--- src/rtl/cmd_dispatcher.sv ---
// Round-robin command dispatcher: grants requesters onto free cores, records
// {cmd_id, core_id} in the scoreboard, issues the command and flushes it on completion.
module cmd_dispatcher #(
  parameter int N_REQ        = 4,
  parameter int PROC_COUNT   = 4,
  parameter int CMD_ID_WIDTH = 8,
  parameter int CORE_W       = $clog2(PROC_COUNT)
) (
  input  logic                          i_clk,
  input  logic                          i_rst,
  input  logic [N_REQ-1:0]              i_req_valid,
  input  logic [N_REQ*CMD_ID_WIDTH-1:0] i_req_cmd_id,
  output logic [N_REQ-1:0]              o_req_ready,
  output logic                          o_req_err,
  output logic                          o_sb_write,
  output logic                          o_sb_flush,
  output logic [CMD_ID_WIDTH-1:0]       o_sb_cmd_id,
  output logic [CORE_W-1:0]             o_sb_core_id,
  input  logic                          i_sb_ack,
  input  logic [PROC_COUNT-1:0]         i_done,
  output logic                          o_issue_valid,
  output logic [CORE_W-1:0]             o_issue_core,
  output logic [CMD_ID_WIDTH-1:0]       o_issue_cmd_id,
  output logic [PROC_COUNT-1:0]         o_busy
);

  localparam int RR_W = $clog2(N_REQ);

  typedef enum logic [1:0] {S_IDLE, S_WRITE, S_ISSUE, S_FLUSH} state_e;

  state_e                  state_q, state_d;
  logic [RR_W-1:0]         rrPtr_q, rrPtr_d;
  logic [RR_W-1:0]         grant_q, grant_d;
  logic [CMD_ID_WIDTH-1:0] cmdId_q, cmdId_d;
  logic [CORE_W-1:0]       coreId_q, coreId_d;
  logic                    err_q, err_d;
  logic [PROC_COUNT-1:0]   busy_q, donePend_q;
  logic [CMD_ID_WIDTH-1:0] cmdTable_q [PROC_COUNT];

  logic                    reqFound;
  logic [RR_W-1:0]         reqIdx;
  logic [CMD_ID_WIDTH-1:0] reqCmd;
  logic                    freeFound;
  logic [CORE_W-1:0]       freeIdx;
  logic                    pendFound;
  logic [CORE_W-1:0]       pendIdx;
  logic [PROC_COUNT-1:0]   busySet, busyClr;
  logic                    tblWrite, tblClear;

  function automatic logic [RR_W-1:0] nextPtr(input logic [RR_W-1:0] p);
    if (int'(p) >= N_REQ - 1) return '0;
    return p + 1'b1;
  endfunction

  always_comb begin : p_arb
    int cand;
    logic [RR_W-1:0] candIdx;
    cand     = 0;
    candIdx  = '0;
    reqFound = 1'b0;
    reqIdx   = '0;
    for (int i = 0; i < N_REQ; i++) begin
      cand = int'(rrPtr_q) + i;
      if (cand >= N_REQ) cand = cand - N_REQ;
      candIdx = RR_W'(cand);
      if (!reqFound && i_req_valid[candIdx]) begin
        reqFound = 1'b1;
        reqIdx   = candIdx;
      end
    end
    reqCmd = '0;
    for (int r = 0; r < N_REQ; r++) begin
      if (reqIdx == RR_W'(r)) reqCmd = i_req_cmd_id[r*CMD_ID_WIDTH +: CMD_ID_WIDTH];
    end
  end

  always_comb begin
    freeFound = 1'b0;
    freeIdx   = '0;
    pendFound = 1'b0;
    pendIdx   = '0;
    for (int c = 0; c < PROC_COUNT; c++) begin
      if (!freeFound && !busy_q[c]) begin
        freeFound = 1'b1;
        freeIdx   = CORE_W'(c);
      end
      if (!pendFound && donePend_q[c]) begin
        pendFound = 1'b1;
        pendIdx   = CORE_W'(c);
      end
    end
  end

  // A zero-id reject holds off granting for the cycle its ready pulse is visible,
  // so the still-asserted requester is not accepted twice.
  always_comb begin
    state_d        = state_q;
    rrPtr_d        = rrPtr_q;
    grant_d        = grant_q;
    cmdId_d        = cmdId_q;
    coreId_d       = coreId_q;
    err_d          = 1'b0;
    busySet        = '0;
    busyClr        = '0;
    tblWrite       = 1'b0;
    tblClear       = 1'b0;
    o_req_ready    = '0;
    o_req_err      = err_q;
    o_sb_write     = 1'b0;
    o_sb_flush     = 1'b0;
    o_sb_cmd_id    = '0;
    o_sb_core_id   = '0;
    o_issue_valid  = 1'b0;
    o_issue_core   = '0;
    o_issue_cmd_id = '0;
    if (err_q) o_req_ready[grant_q] = 1'b1;
    case (state_q)
      S_IDLE: begin
        if (pendFound) begin
          coreId_d = pendIdx;
          cmdId_d  = cmdTable_q[pendIdx];
          state_d  = S_FLUSH;
        end else if (reqFound && freeFound && !err_q) begin
          grant_d = reqIdx;
          if (reqCmd == '0) begin
            err_d   = 1'b1;
            rrPtr_d = nextPtr(reqIdx);
          end else begin
            cmdId_d          = reqCmd;
            coreId_d         = freeIdx;
            busySet[freeIdx] = 1'b1;
            state_d          = S_WRITE;
          end
        end
      end
      S_WRITE: begin
        o_sb_write   = 1'b1;
        o_sb_cmd_id  = cmdId_q;
        o_sb_core_id = coreId_q;
        if (i_sb_ack) state_d = S_ISSUE;
      end
      S_ISSUE: begin
        o_issue_valid         = 1'b1;
        o_issue_core          = coreId_q;
        o_issue_cmd_id        = cmdId_q;
        o_req_ready[grant_q]  = 1'b1;
        tblWrite              = 1'b1;
        rrPtr_d               = nextPtr(grant_q);
        state_d               = S_IDLE;
      end
      S_FLUSH: begin
        o_sb_flush   = 1'b1;
        o_sb_cmd_id  = cmdId_q;
        o_sb_core_id = coreId_q;
        if (i_sb_ack) begin
          busyClr[coreId_q] = 1'b1;
          tblClear          = 1'b1;
          state_d           = S_IDLE;
        end
      end
      default: state_d = S_IDLE;
    endcase
  end

  assign o_busy = busy_q;

  // Completions are only remembered for allocated cores; a flush ack retires both flags.
  always_ff @(posedge i_clk or posedge i_rst) begin
    if (i_rst) begin
      state_q    <= S_IDLE;
      rrPtr_q    <= '0;
      grant_q    <= '0;
      cmdId_q    <= '0;
      coreId_q   <= '0;
      err_q      <= 1'b0;
      busy_q     <= '0;
      donePend_q <= '0;
      for (int c = 0; c < PROC_COUNT; c++) cmdTable_q[c] <= '0;
    end else begin
      state_q    <= state_d;
      rrPtr_q    <= rrPtr_d;
      grant_q    <= grant_d;
      cmdId_q    <= cmdId_d;
      coreId_q   <= coreId_d;
      err_q      <= err_d;
      busy_q     <= (busy_q | busySet) & ~busyClr;
      donePend_q <= (donePend_q | (i_done & busy_q)) & ~busyClr;
      for (int c = 0; c < PROC_COUNT; c++) begin
        if (tblWrite && coreId_q == CORE_W'(c)) cmdTable_q[c] <= cmdId_q;
        else if (tblClear && coreId_q == CORE_W'(c)) cmdTable_q[c] <= '0;
      end
    end
  end

endmodule
--- config.mk ---
export PLATFORM = sky130hd
export DESIGN_NAME = cmd_dispatcher
export DESIGN_NICKNAME = d
export VERILOG_FILES = /design/src/rtl/cmd_dispatcher.sv
export SDC_FILE = /design/constraint.sdc
export NUM_CORES = 1
export LEC_CHECK = 0
export CAP_MARGIN = 25
export CORE_ASPECT_RATIO = 1.25
export CORE_MARGIN = 2
export CORE_UTILIZATION = 45
export DETAILED_ROUTE_END_ITERATION = 7
export PLACE_DENSITY = 0.83
export SKIP_LAST_GASP = 1
export SYNTH_ARGS = -nofsm -noshare
export SYNTH_HDL_FRONTEND = slang
export SYNTH_SLANG_ARGS = --single-unit
--- constraint.sdc ---
create_clock -name i_clk -period 5.9 [get_ports i_clk]
set_input_delay 1.18 -clock i_clk [delete_from_list [all_inputs] [get_ports i_clk]]
set_output_delay 1.18 -clock i_clk [all_outputs]
set_load 0.05 [all_outputs]
==> impl_metrics.ini <==
[status]
outcome = completed

[placement]
buffer_ports.inserted = 74
dp_slack_ns = 0.9686
gp_routability_congestion = 0.8382
hpwl_after_dpl_um = 5922

[logic_synthesis]
synthDominantAreaCellType = sky130_fd_sc_hd__dfrtp_1
synth.avg_cell_area_sq_um = 10.31
yosys.cell_types.count = 42
yosys-top-cells-area = sky130_fd_sc_hd__dfrtp_1 46%, sky130_fd_sc_hd__a22o_1 9.7%, sky130_fd_sc_hd__mux4_2 5.9%, sky130_fd_sc_hd__a221oi_1 4.3%, sky130_fd_sc_hd__nor2_1 3.9%
synth_nets = 349
synth.ff_latch_count = 57
netlist.area_leader.share_pct = 46.44
yosysSeqAreaShare_pct = 46.44
post_synth_inst_count = 298
synth.cell_area_sq_mm = 0.003072
yosysWarnings = 0

[global_route]
first_global_vias = 2667
antenna_found_initial = 0
grt_max_degree = 58
grt-ovfl-total = 0
grt_first_pass_wirelength_um = 12870
grt_use_total_pct = 22.20

[layout]
final_core_util_pct = 61.69
diodes = 0
layout_commonest_cell = sky130_fd_sc_hd__clkdlybuf4s50_1
area_growth_pct = 31.85
final_nets = 425
post_route_cells_drive_above_1_share_pct = 10.08
filler_cell_count = 518
most-common-layout-cells = 74 x sky130_fd_sc_hd__clkdlybuf4s50_1, 57 x sky130_fd_sc_hd__dfrtp_1, 34 x sky130_fd_sc_hd__a22o_1

[routing]
drt-total-wl_um = 8102
detailroute.via_count = 2688
drt_drc_violations_left = 0
first_iter_violations = 192
first_pass_iters = 4
antenna_left = 0
drt-wirelength-per-cell_um = 17.46
via_per_inst = 5.793

[worst_setup_path]
crit_end_element = register
crit_path_top_cell_by_count = sky130_fd_sc_hd__or4_1
timing.critical_path.buf_inv = 2
timing.setup.critical_path_class = in -> reg
critPathRequiredTime_ns = 6.15
critical_path_launch_point_type = input pin
worstPathArrival_ns = 4.81
crit_path_max_fanout = 8
path_cells = clkdlybuf4s50_1 > mux2i_1 > o21ai_0 > inv_1 > ha_1 > or2_0 > a221oi_1 > o22ai_1 > or4_1 > or4_1 > a31oi_1
worst_path_max_delay_cell = sky130_fd_sc_hd__or4_1
cp_top_family = simple AND/OR/NAND/NOR gates
critPathMaxStageDelay_ns = 0.67

[job]
cap_violations = 0

[power_and_ir_drop]
worst_ir_drop_vdd_v = 0.0002511
share_seq_of_total_power_pct = 32.2
p_leak_uw = 0.001783
combinationalPowerShare_pct = 55.1
clock_power_share_pct = 12.7
power_switching_share_pct = 45.61
cellInternalPower_uw = 1249
net-switching-power_uw = 1047
power_density_mw_per_mm2 = 567.1

[clock_network]
worst_setup_hold_path_clk_slew_ns = 0.06
number_of_buffers_created_by_cts = 9
postCtsHoldBufs = 0
cts_max_level = 3
clk_root_buffer_cell = sky130_fd_sc_hd__clkbuf_8
clk_latency_ns = 0.33
cts.repair_timing.setup_buffer_count = 0
cts.sink_count = 57
cts.path.max_buffers = 2
cts_tree = done
cts-resized-gates = 0

[sta]
fmax_ghz = 0.2195
rsz_0062_raised_after_global_routing = false
clock_skew_ns = 0.01007
period_minus_slack_ns = 4.555
setup_ws_post_layout_ns = 1.345
worst_slew_margin_rel_pct = 46.22
timing.final.hold_violations = 0
setup_tns_ns = 0
max_slew_violation_total_from_the_final_report = 0
layout_worst_path_cycle_share_pct = 77.21
tightestPinTransition_ns = 0.8051
finalSetupViolations = 0

[die]
die_x_um = 77.90
die_y_um = 96.37
total_die_area_sq_mm = 0.007507
floorplan.initialDensity_pct = 46.79
i_o_pin_count = 75
row_count = 33
core_area_sq_mm = 0.006565

[hold_path]
min_path_type = reg -> reg
## path summary, 6_finish.rpt
check	slack (ns)	start	endpoint	cells after the start
setup / recovery	1.34	i_req_valid[0]	rrPtr_q[1]$_DFFE_PP0P_	11
hold / removal	0.49	cmdTable_q[10]$_DFFE_PP0P_	cmdTable_q[10]$_DFFE_PP0P_	1
setup reg to reg	2.25	rrPtr_q[1]$_DFFE_PP0P_	rrPtr_q[1]$_DFFE_PP0P_	10
hold reg to reg	0.49	cmdTable_q[10]$_DFFE_PP0P_	cmdTable_q[10]$_DFFE_PP0P_	1
max in group asynchronous	4.07	i_rst	cmdTable_q[27]$_DFFE_PP0P_	3
min in group asynchronous	1.36	i_rst	o_busy[1]$_DFF_PP0_	3
## cell usage after synthesis
cell type                   number
sky130_fd_sc_hd__a211o_1         1
sky130_fd_sc_hd__a21boi_1        1
sky130_fd_sc_hd__a21oi_1        10
sky130_fd_sc_hd__a221oi_1       15
sky130_fd_sc_hd__a22o_1         34
sky130_fd_sc_hd__a311o_1         1
sky130_fd_sc_hd__a31o_1          1
sky130_fd_sc_hd__a31o_2          1
sky130_fd_sc_hd__a31oi_1         3
sky130_fd_sc_hd__and2_1         14
sky130_fd_sc_hd__and3_1          1
sky130_fd_sc_hd__and3b_1         2
sky130_fd_sc_hd__buf_1           1
sky130_fd_sc_hd__buf_2           5
sky130_fd_sc_hd__clkbuf_1        8
sky130_fd_sc_hd__dfrtp_1        57
sky130_fd_sc_hd__ha_1            8
sky130_fd_sc_hd__inv_1          22
sky130_fd_sc_hd__mux2_2          1
sky130_fd_sc_hd__mux2i_1         2
sky130_fd_sc_hd__mux4_2          8
sky130_fd_sc_hd__nand2_1        12
sky130_fd_sc_hd__nand2b_1        6
sky130_fd_sc_hd__nand4_1         1
sky130_fd_sc_hd__nand4b_1        1
sky130_fd_sc_hd__nor2_1         32
sky130_fd_sc_hd__nor2b_1         7
sky130_fd_sc_hd__nor3_1          3
sky130_fd_sc_hd__nor4_1          2
sky130_fd_sc_hd__nor4b_1         2
sky130_fd_sc_hd__o21a_1          1
sky130_fd_sc_hd__o21ai_0         8
sky130_fd_sc_hd__o21ba_2         1
sky130_fd_sc_hd__o221ai_1        1
sky130_fd_sc_hd__o22ai_1        10
sky130_fd_sc_hd__o2bb2ai_1       1
sky130_fd_sc_hd__or2_0           1
sky130_fd_sc_hd__or2_2           7
sky130_fd_sc_hd__or3_1           2
sky130_fd_sc_hd__or3b_2          1
sky130_fd_sc_hd__or4_1           2
sky130_fd_sc_hd__xor2_1          1
## metal layers
metal	part of all wire [%]	wire length (um)	up-vias	GRT usage [%]
met5	0	0	-	0
li1	-	-	1250	-
met4	1.8	144	0	9.942
met2	50	4073	108	37.72
met3	6.7	545	14	4.833
met1	41	3340	1316	27.44
## final cells by class
cell class	instances	area, sq um	area share, %
Tap cell	87	108.9	2.688
Timing Repair Buffer	79	778.2	19.22
Clock inverter	4	22.52	0.5561
Clock buffer	10	127.6	3.151
Inverter	22	82.58	2.039
Multi-Input combinational cell	205	1504	37.13
Sequential cell	57	1426	35.22
## state kept, by name, summed over array words and instances, names as in the netlist
name,cells
cmdTable_q,32
state_q,2
coreId_q,2
grant_q,2
o_busy,4
o_req_err,1
donePend_q,4
cmdId_q,8
rrPtr_q,2
## through the flow
step | hold WS (ns) | power [uW] | instances | cell area [sq um]
floorplan | 0.4608 | 1618 | 298 | 3072
global placement | 0.4780 | 1970 | 449 | 3892
detailed placement | 0.4808 | 2006 | 450 | 3900
CTS | 0.4982 | 2301 | 464 | 4050
global route | 0.5075 | 2440 | 464 | 4050
finish | 0.4915 | 2297 | 464 | 4050
## power by group through the flow
| stage | Clock, uW | Combinational [uW] | Sequential, uW |
|---|---|---|---|
| floorplan | 0 | 931 | 687 |
| global placement | 0 | 1240 | 732 |
| detailed placement | 0 | 1260 | 743 |
| CTS | 293 | 1270 | 737 |
| global route | 314 | 1360 | 767 |
| finish | 291 | 1270 | 740 |
## kinds of logic after synthesis
logic type	share of synthesized area, %
and+or+nand+nor	16.42
AOI/OAI and AO/OA	22.12
muxes	6.884
buffers and inverters	4.603
DFF	46.44
adders and majority gates	3.259
xor gates and xnor gates	0.2852
No activity file was read; power rests on OpenSTA's default activity.
